$ cat src/rtl/uart_frame_parser.sv
// uart_frame_parser: frames UART bytes into header/cmd/len/payload/xor-checksum commands
module uart_frame_parser #(
  parameter int MAX_LEN     = 16,
  parameter logic [7:0] HEADER = 8'hAA,
  parameter int TIMEOUT_CYC = 250000,
  localparam int LW = $clog2(MAX_LEN + 1),
  localparam int AW = $clog2(MAX_LEN),
  localparam int TW = (TIMEOUT_CYC > 1) ? $clog2(TIMEOUT_CYC) : 1
) (
  input  logic          clk,
  input  logic          rst_n,
  input  logic          rx_busy,
  input  logic [7:0]    rx_byte,
  output logic          frame_valid,
  output logic          frame_err,
  output logic [1:0]    err_code,
  output logic [7:0]    frame_cmd,
  output logic [LW-1:0] frame_len,
  output logic          frame_busy,
  input  logic [AW-1:0] rd_addr,
  output logic [7:0]    rd_data
);

  typedef enum logic [2:0] {IDLE, CMD, LEN, PAYLOAD, CHK} state_t;

  state_t        state_q, state_d;
  logic          rx_busy_q;
  logic [TW-1:0] tmo_q, tmo_d;
  logic [7:0]    cmd_q, cmd_d;
  logic [LW-1:0] len_q, len_d;
  logic [AW-1:0] idx_q, idx_d;
  logic [7:0]    chk_q, chk_d;
  logic          valid_q, valid_d;
  logic          err_q, err_d;
  logic [1:0]    code_q, code_d;
  logic [7:0]    fcmd_q, fcmd_d;
  logic [LW-1:0] flen_q, flen_d;
  logic [7:0]    buf_q [MAX_LEN];
  logic          wr_en;
  logic          byte_stb;
  logic          tmo_hit;

  assign byte_stb    = rx_busy_q & ~rx_busy;
  assign tmo_hit     = (state_q != IDLE) & ~byte_stb & ~rx_busy & (tmo_q == TW'(TIMEOUT_CYC - 1));
  assign frame_valid = valid_q;
  assign frame_err   = err_q;
  assign err_code    = code_q;
  assign frame_cmd   = fcmd_q;
  assign frame_len   = flen_q;
  assign frame_busy  = state_q != IDLE;
  assign rd_data     = buf_q[rd_addr];

  // next-state: frame sequencing, checksum accumulation, timeout and result pulses
  always_comb begin
    state_d = state_q;
    cmd_d   = cmd_q;
    len_d   = len_q;
    idx_d   = idx_q;
    chk_d   = chk_q;
    valid_d = 1'b0;
    err_d   = 1'b0;
    code_d  = code_q;
    fcmd_d  = fcmd_q;
    flen_d  = flen_q;
    wr_en   = 1'b0;
    tmo_d   = (state_q == IDLE || byte_stb) ? '0 : (rx_busy ? tmo_q : tmo_q + TW'(1));
    if (byte_stb) begin
      case (state_q)
        IDLE:    state_d = (rx_byte == HEADER) ? CMD : IDLE;
        CMD: begin
          cmd_d   = rx_byte;
          chk_d   = rx_byte;
          state_d = LEN;
        end
        LEN: begin
          if (rx_byte > 8'(MAX_LEN)) begin
            err_d   = 1'b1;
            code_d  = 2'd1;
            state_d = IDLE;
          end else begin
            len_d   = rx_byte[LW-1:0];
            chk_d   = chk_q ^ rx_byte;
            idx_d   = '0;
            state_d = (rx_byte != 8'd0) ? PAYLOAD : CHK;
          end
        end
        PAYLOAD: begin
          wr_en   = 1'b1;
          chk_d   = chk_q ^ rx_byte;
          idx_d   = idx_q + AW'(1);
          state_d = (LW'(idx_q) == len_q - LW'(1)) ? CHK : PAYLOAD;
        end
        CHK: begin
          valid_d = rx_byte == chk_q;
          err_d   = rx_byte != chk_q;
          code_d  = (rx_byte == chk_q) ? code_q : 2'd2;
          fcmd_d  = (rx_byte == chk_q) ? cmd_q : fcmd_q;
          flen_d  = (rx_byte == chk_q) ? len_q : flen_q;
          state_d = IDLE;
        end
        default: state_d = IDLE;
      endcase
    end else if (tmo_hit) begin
      err_d   = 1'b1;
      code_d  = 2'd3;
      state_d = IDLE;
      tmo_d   = '0;
    end
  end

  // control and result registers
  always_ff @(posedge clk or negedge rst_n) begin
    if (!rst_n) begin
      state_q   <= IDLE;
      rx_busy_q <= 1'b0;
      tmo_q     <= '0;
      cmd_q     <= '0;
      len_q     <= '0;
      idx_q     <= '0;
      chk_q     <= '0;
      valid_q   <= 1'b0;
      err_q     <= 1'b0;
      code_q    <= '0;
      fcmd_q    <= '0;
      flen_q    <= '0;
    end else begin
      state_q   <= state_d;
      rx_busy_q <= rx_busy;
      tmo_q     <= tmo_d;
      cmd_q     <= cmd_d;
      len_q     <= len_d;
      idx_q     <= idx_d;
      chk_q     <= chk_d;
      valid_q   <= valid_d;
      err_q     <= err_d;
      code_q    <= code_d;
      fcmd_q    <= fcmd_d;
      flen_q    <= flen_d;
    end
  end

  // payload buffer, written in place as bytes arrive
  always_ff @(posedge clk or negedge rst_n) begin
    if (!rst_n) begin
      for (int i = 0; i < MAX_LEN; i++) buf_q[i] <= '0;
    end else if (wr_en) begin
      buf_q[idx_q] <= rx_byte;
    end
  end

endmodule

$ cat config.mk
export PLATFORM = sky130hd
export DESIGN_NAME = uart_frame_parser
export DESIGN_NICKNAME = d
export VERILOG_FILES = /design/src/rtl/uart_frame_parser.sv
export SDC_FILE = /design/constraint.sdc
export NUM_CORES = 1
export LEC_CHECK = 0
export ABC_CLOCK_PERIOD_IN_PS = 2700
export BUFFER_PORTS_ARGS = -buffer_cell sky130_fd_sc_hd__buf_2
export CAP_MARGIN = 5
export CORE_MARGIN = 8
export CORE_UTILIZATION = 55
export DETAILED_ROUTE_END_ITERATION = 12
export PLACE_DENSITY = 0.75
export RECOVER_POWER = 25
export SYNTH_ARGS = -nofsm -noshare
export SYNTH_HDL_FRONTEND = slang
export SYNTH_SLANG_ARGS = --single-unit
$ cat constraint.sdc
create_clock -name clk -period 2.7 [get_ports clk]
set_clock_uncertainty 0.1 [all_clocks]
set_input_delay 0.54 -clock clk [delete_from_list [all_inputs] [get_ports clk]]
set_output_delay 0.54 -clock clk [all_outputs]
set_load 0.05 [all_outputs]
==> impl_metrics.csv, run 1 <==
group,metric,value,unit
synth,synth_cell_type_count,52,
critical_path,worstPathArrival,2030,ps
synth,synthCells,650,
sta,finalHoldViolCount,0,
clocking,cts-htree-levels,4,
global_route,overflow,0,
global_route,antenna_found_initial,0,
synth,syn_nets,671,
final_layout,area_delta_synth_final,15.1,%
detailed_routing,drc,0,
pwr,power_density,544,nW/um2
clocking,path_clk_slew,60,ps
synth,yosys_register_bits,192,
die,pin_count,41,
hold_path,hold_path.class,"in2reg",
die,die-area,20900,um2
die,core_area,16300,um2
die,die_y,145,um
final_layout,antennaDiodeCount,0,
detailed_routing,viasPerCell,5.99,
sta,hold-worst-slack,292,ps
place,hpwlAfterDp,13900,um
synth,syn_area,9100,um2
run_status,outcome,"finished, final reports clean",
final_layout,final_common_cell,"dfrtp_1",
critical_path,start_kind,"primary input",
synth,synth_warnings,0,
final_layout,drive_above_1_share,0.442,
final_layout,fillers,1204,
pwr,power_frac_comb,0.048,
clocking,clockBufferDepth,2,
detailed_routing,drtIter0Drc,346,
final_layout,final_cell_mix,"dfrtp_1, mux2_2, mux4_2",
final_layout,seq_area,4800,um2
clocking,cts_buffers,17,
pwr,p_int,0.00438,W
pwr,leakage,5.02,nW
critical_path,critPathRequiredTime,2060,ps
synth,yosysSeqAreaShare,0.528,
global_route,grt_pass1_wl,33500,um
pwr,ir_drop,0.473,mV
pwr,power_switching_share,0.231,
clocking,cts_tree,"yes",
sta,maxSlewHeadroom,0.0900,
global_route,grt_pass1_vias,6036,
place,io_buffers,40,
synth,synth_edf_count,0,
detailed_routing,vias,5611,
pwr,p_seq_frac,0.507,
clocking,clk_latency,430,ps
sta,rsz0062_at_grt,"no",
die,die_w,145,um
sta,setup_viol,0,
detailed_routing,first_pass_iters,4,
sta,fin_crit,2670,ps
detailed_routing,wire_per_inst,22.1,um
global_route,grt_max_degree,53,
clocking,clkSinkCount,192,
detailed_routing,ant_nets,0,
synth,synth_ff_type,"dfrtp_1",
critical_path,critPathMaxFanout,8,
sta,min_period_over_period,0.989,
critical_path,critPathKind,"in2out",
sta,finalMaxSlewViolations,0,
clocking,root_buffer,"clkbuf_16",
global_route,track_usage,0.215,
sta,tightest_slew,1360,ps
sta,fmax,374,MHz
critical_path,endpoint_kind,"output port",
run,cap_violations,0,
detailed_routing,wl,20700,um
pwr,power.total,0.00570,W
synth,syn_area_per_cell,14.0,um2
die,initial_core_util,0.556,
die,fp-row-count,47,
pwr,clkPwrFrac,0.445,
pwr,power_switching,0.00132,W
synth,async_flop_share,1.00,
place,gp_congestion,0.874,
final_layout,multi_input_area,4050,um2
final_layout,fin_nets,725,
[critical path: stages]
cell and delay [ps]:
buf_12 120, buf_12 150, mux4_2 490, mux4_2 540, buf_8 180
[per-stage QoR]
| step | setup slack (ps) | util | instance area (um2) | cells | TNS, ps |
|---|---|---|---|---|---|
| finish | 29.6 | 0.640 | 10500 | 937 | 0 |
| global route | 6.82 | 0.640 | 10500 | 937 | 0 |
| CTS | 2.67 | 0.638 | 10400 | 935 | 0 |
| detailed placement | -77.5 | 0.594 | 9710 | 900 | -418 |
| global placement | -39.6 | 0.594 | 9710 | 900 | -181 |
| floorplan | 35.1 | - | 9120 | 650 | 0 |
[state kept, by name, indices dropped and copies added (netlist names)]
register	flops
tmo_q	18
err_code	2
cmd_q	8
frame_cmd	8
buf_q	128
frame_len	5
frame_valid	1
chk_q	8
state_q	3
frame_err	1
rx_busy_q	1
idx_q	4
len_q	5
[timing repair]
item | 4_1_cts | 5_1_grt
endpoints found under the setup margin | 8 | 4
hold endpoints to repair | 48 | 0
setup buffers | 0 | 1
gates resized for setup | 21 | 3
pin swaps | 0 | 0
cloned | 2 | 1
hold buffers | 1 | 0
[synthesized netlist by cell type (all sizes together), types with 3 or more instances]
library cell,instances,area [um2]
nand2,22,92.6
inv,10,37.5
buf,20,110
xor2,18,158
nor3,9,50.1
a41oi,3,26.3
ha,6,75.1
a31oi,3,18.8
nand2b,3,18.8
nor2b,8,50.1
a21oi,20,100
mux2,155,1750
clkbuf,24,90.1
nor4,5,58.8
or4,3,33.8
mux2i,5,50.1
mux4,40,901
dfrtp,192,4800
nor2,35,141
nand3,18,125
xnor2,12,105
nand4,14,87.6
[layer usage]
layer / vias up / track usage / share of wire
li1: 2489 / - / -
met2: 154 / 0.358 / 0.51
met1: 2930 / 0.270 / 0.42
met3: 38 / 0.0489 / 0.049
met4: 0 / 0.0756 / 0.025
met5: - / 0 / 0
[logic make-up (layout without fill, tap and decap cells)]
group                      after synthesis  after routing  synth area share
adders and majority gates                6              6           0.00825
and+or+nand+nor                        131            131            0.0850
DFF                                    192            192             0.528
buffers and inverters                   54            121            0.0261
muxes                                  200            200             0.296
AOI/OAI and AO/OA                       37             37            0.0271
xor gates and xnor gates                30             30            0.0289
[cell type report]
class	instances	share of cell area
sequential	192	0.459
clock inverter	14	0.0151
inverter	10	0.00359
clock buffer	18	0.0420
multi-input combinational	404	0.387
tap	220	0.0263
timing repair buffer	79	0.0668
[worst paths after layout]
check	startpoint	to	slack [ps]	cells past startpoint
min in group asynchronous	rst_n	buf_q[30]$_DFFE_PN0P_	850	2
max in group asynchronous	rst_n	chk_q[1]$_DFFE_PN0P_	640	3
setup reg to reg	state_q[0]$_DFFE_PN0N_	buf_q[36]$_DFFE_PN0P_	460	6
setup / recovery	rd_addr[0]	rd_data[1]	30	5
hold / removal	rx_busy	rx_busy_q$_DFF_PN0_	290	1
hold reg to reg	frame_len[2]$_DFFE_PN0P_	frame_len[2]$_DFFE_PN0P_	380	1
[power groups by stage]
stage | Sequential (W) | Combinational [W] | Clock [W]
floorplan | 0.00295 | 0.000121 | 0
global placement | 0.00295 | 0.000249 | 0
detailed placement | 0.00295 | 0.000258 | 0
CTS | 0.00289 | 0.000273 | 0.00257
global route | 0.00289 | 0.000301 | 0.00270
finish | 0.00289 | 0.000274 | 0.00253
Note: power is estimated with default switching activity, not from simulation.
==> run 2, diff against run 1 <==
- ABC_AREA: unset -> 1
- ABC_CLOCK_PERIOD_IN_PS: 2700 -> 3500
- PLACE_DENSITY: 0.75 -> 0.72
- clock period: 2.7 -> 3.5 ns (I/O delays scaled with it)
==> run 2 against run 1 <==
The flow now finishes with violations (capacitance limit, slew limit). Sequential power fell by 18%. Via count rose by 35%. Clock power fell by 20%. Routed wire length rose by 8.6%. Critical path depth rose by 3. Combinational power rose by 90%. Sequential share of layout area rose by 1.2 points. Worst hold slack improved by 87 ps. Global-route usage rose by 0.26 points. Critical path type unchanged.
==> impl_metrics.csv, run 2 <==
group,metric,value,unit
hold_path,hold_path.class,"reg2reg",
synth,synth_edf_count,0,
critical_path,start_kind,"primary input",
clocking,root_buffer,"clkbuf_16",
final_layout,multi_input_area,3880,um2
sta,finalMaxSlewViolations,68,
sta,fmax,349,MHz
synth,synth_compound_area_frac,0.163,
synth,ys_top_cells_by_area,"dfrtp_1, nand2_1, o21ai_1, o21ai_0, nor2_1",
critical_path,critPathMostFrequentCell,"buf_2",
detailed_routing,viasPerCell,5.58,
sta,finalHoldViolCount,0,
clocking,clk_latency,440,ps
die,fp-row-count,47,
die,die_w,146,um
critical_path,path_cells,"buf_2 -> inv_1 -> buf_12 -> o21ai_0 -> o221ai_1 -> o211ai_1 -> nand2_1 -> buf_2",
run_status,outcome,"finished with violations",
clocking,cts_resized,0,
hold_path,holdPathStages,2,
critical_path,critical-path-top-delay-family,"buffers and inverters",
detailed_routing,drtIter0Drc,435,
final_layout,fin_nets,1145,
pwr,power.total,0.00491,W
synth,synth_xor_area_frac,0.0113,
clocking,clockBufferDepth,2,
synth,synth_warnings,0,
critical_path,worstPathArrival,2060,ps
critical_path,slowest_stage,"buf_2",
sta,min_period_over_period,0.818,
critical_path,cpPeakStageDelay,260,ps
synth,synthCells,1106,
sta,setup-tns-final,0,ps
global_route,grt_max_degree,69,
clocking,clkSinkCount,192,
clocking,cts-htree-levels,4,
critical_path,critPathRequiredTime,2700,ps
synth,yosys-top-cells-count,"nand2_1, dfrtp_1, o21ai_1, nor2_1, o21ai_0",
synth,syn_area_per_cell,8.38,um2
die,initial_core_util,0.561,
global_route,track_usage,0.217,
final_layout,final_util,0.617,
die,core_area,16500,um2
hold_path,hold_end,"frame_cmd[7]$_DFFE_PN0P_",
synth,async_flop_share,1.00,
clocking,cts_setup_buffers,0,
place,gp_congestion,0.832,
critical_path,critPathBufInv,4,
final_layout,antennaDiodeCount,0,
final_layout,drive_above_1_share,0.107,
synth,syn_nets,1127,
final_layout,final_common_cell,"nand2_1",
hold_path,hp-start,"frame_cmd[7]$_DFFE_PN0P_",
critical_path,endpoint_kind,"output port",
synth,synth_area_leader_cell,"dfrtp_1",
synth,synthMuxAreaShare,0,
critical_path,r2r_slack,1410,ps
detailed_routing,wl,22500,um
detailed_routing,drc,0,
final_layout,seq_area,4800,um2
global_route,grt_pass1_vias,7273,
final_layout,max_flop_register,"buf_q",
sta,tightest_slew,1760,ps
die,die_y,146,um
detailed_routing,first_pass_iters,5,
final_layout,largest_reg_flops,128,
final_layout,reg.largest.list,"buf_q x128, tmo_q x18",
global_route,grt_pass1_wl,37400,um
synth,synth_top_family_by_area,"simple AND/OR/NAND/NOR gates",
sta,maxSlewHeadroom,-0.170,
clocking,cts_tree,"yes",
synth,synth-simple-area-share,0.236,
place,io_buffers,40,
critical_path,critPathKind,"in2out",
detailed_routing,wire_per_inst,16.6,um
final_layout,area_delta_synth_final,10.0,%
global_route,antenna_found_initial,0,
pwr,leakage,4.88,nW
detailed_routing,vias,7570,
final_layout,fillers,1444,
clocking,ctsHoldBuffers,0,
synth,syn_area,9270,um2
synth,synthAdderAreaFrac,0.00810,
critical_path,worstReg2RegStart,"state_q[2]$_DFFE_PN0N_",
sta,fin_crit,2860,ps
pwr,ir_drop,0.364,mV
synth,synth_ff_type,"dfrtp_1",
die,pin_count,41,
critical_path,critPathMaxFanout,25,
synth,yosys_register_bits,192,
critical_path,crit_start,"rd_addr[1]",
detailed_routing,ant_nets,0,
die,die-area,21300,um2
synth,synth.most_common_cell,"nand2_1",
synth,synth_cell_type_count,34,
global_route,overflow,0,
place,hpwlAfterDp,14300,um
run_status,failed_checks,"capacitance limit, slew limit",
synth,synth_top_area_share,0.518,
clocking,cts_buffers,17,
final_layout,final_cell_mix,"nand2_1, dfrtp_1, o21ai_1",
sta,setup_viol,0,
run,cap_violations,1,
sta,rsz0062_at_grt,"no",
critical_path,r2r-end,"chk_q[3]$_DFFE_PN0P_",
critical_path,reg2regPathDepth,7,
pwr,power_density,481,nW/um2
synth,yosysSeqAreaShare,0.518,
clocking,path_clk_slew,70,ps
-- run 2: cell types whose count changed in the layout (fill, tap and decap cells not counted), sizes merged, moves of 15 or more --
cell / delta
nand2: +288
o21ai: +234
mux2: -155
nor2: +83
inv: +65
mux4: -40
o221ai: +28
nand3: +23
buf: -22
a21oi: -15
-- run 2: power by group --
group | switching (W) | leakage (nW) | total [W] | internal [W]
clock | 0.000935 | 0.296 | 0.00203 | 0.00109
combinational | 0.000370 | 1.93 | 0.000520 | 0.000150
sequential | 0.0000593 | 2.66 | 0.00236 | 0.00230
total | 0.00136 | 4.88 | 0.00491 | 0.00354
-- run 2: worst max path at each step --
stage                                        to  slack [ps]  depth (start not counted)
after floorplan                      rd_data[7]         790                          7
after global placement               rd_data[4]         710                          8
after detailed placement             rd_data[7]         690                          8
after CTS                            rd_data[1]         650                          8
after global routing      buf_q[46]$_DFFE_PN0P_         400                          2
final                                rd_data[1]         640                          8
-- run 2: final cells by class --
type | instances | share of cell area
inverters | 71 | 0.0264
clock inverters | 15 | 0.0185
well taps | 220 | 0.0270
repair buffers | 56 | 0.0350
flip-flops and latches | 192 | 0.471
multi-input cells | 786 | 0.380
clock buffers | 17 | 0.0417
-- run 2: cell families (layout without fill, tap and decap cells) --
logic type	after synthesis	after routing
AND/OR/NAND/NOR	490	490
AO/OA/AOI/OAI	278	278
flip-flops	192	192
buffers and inverters	128	159
XOR/XNOR	12	12
adder cells (fa/ha/maj)	6	6
-- run 2: layer usage --
layer  vias up  wire [um]  GRT usage
met2       220      10600      0.344
li1       3712          -          -
met4         0        463     0.0822
met1      3600      10300      0.291
met3        38       1110     0.0404
met5         -          0          0
-- run 2: metrics by stage --
step                      hold slack, ps  instance area [um2]  setup slack [ps]  instances
after CTS                            170                10200               652       1357
final                                379                10200               636       1357
after global placement               359                 9610               715       1325
after detailed placement             360                 9610               687       1325
after floorplan                      304                 9270               785       1106
after global routing                 408                10200               404       1357
-- run 2: worst min-delay path: stages (launching register included) --
cell and delay, ps:
dfrtp_1 340, nand2_1 50, nand2_1 60
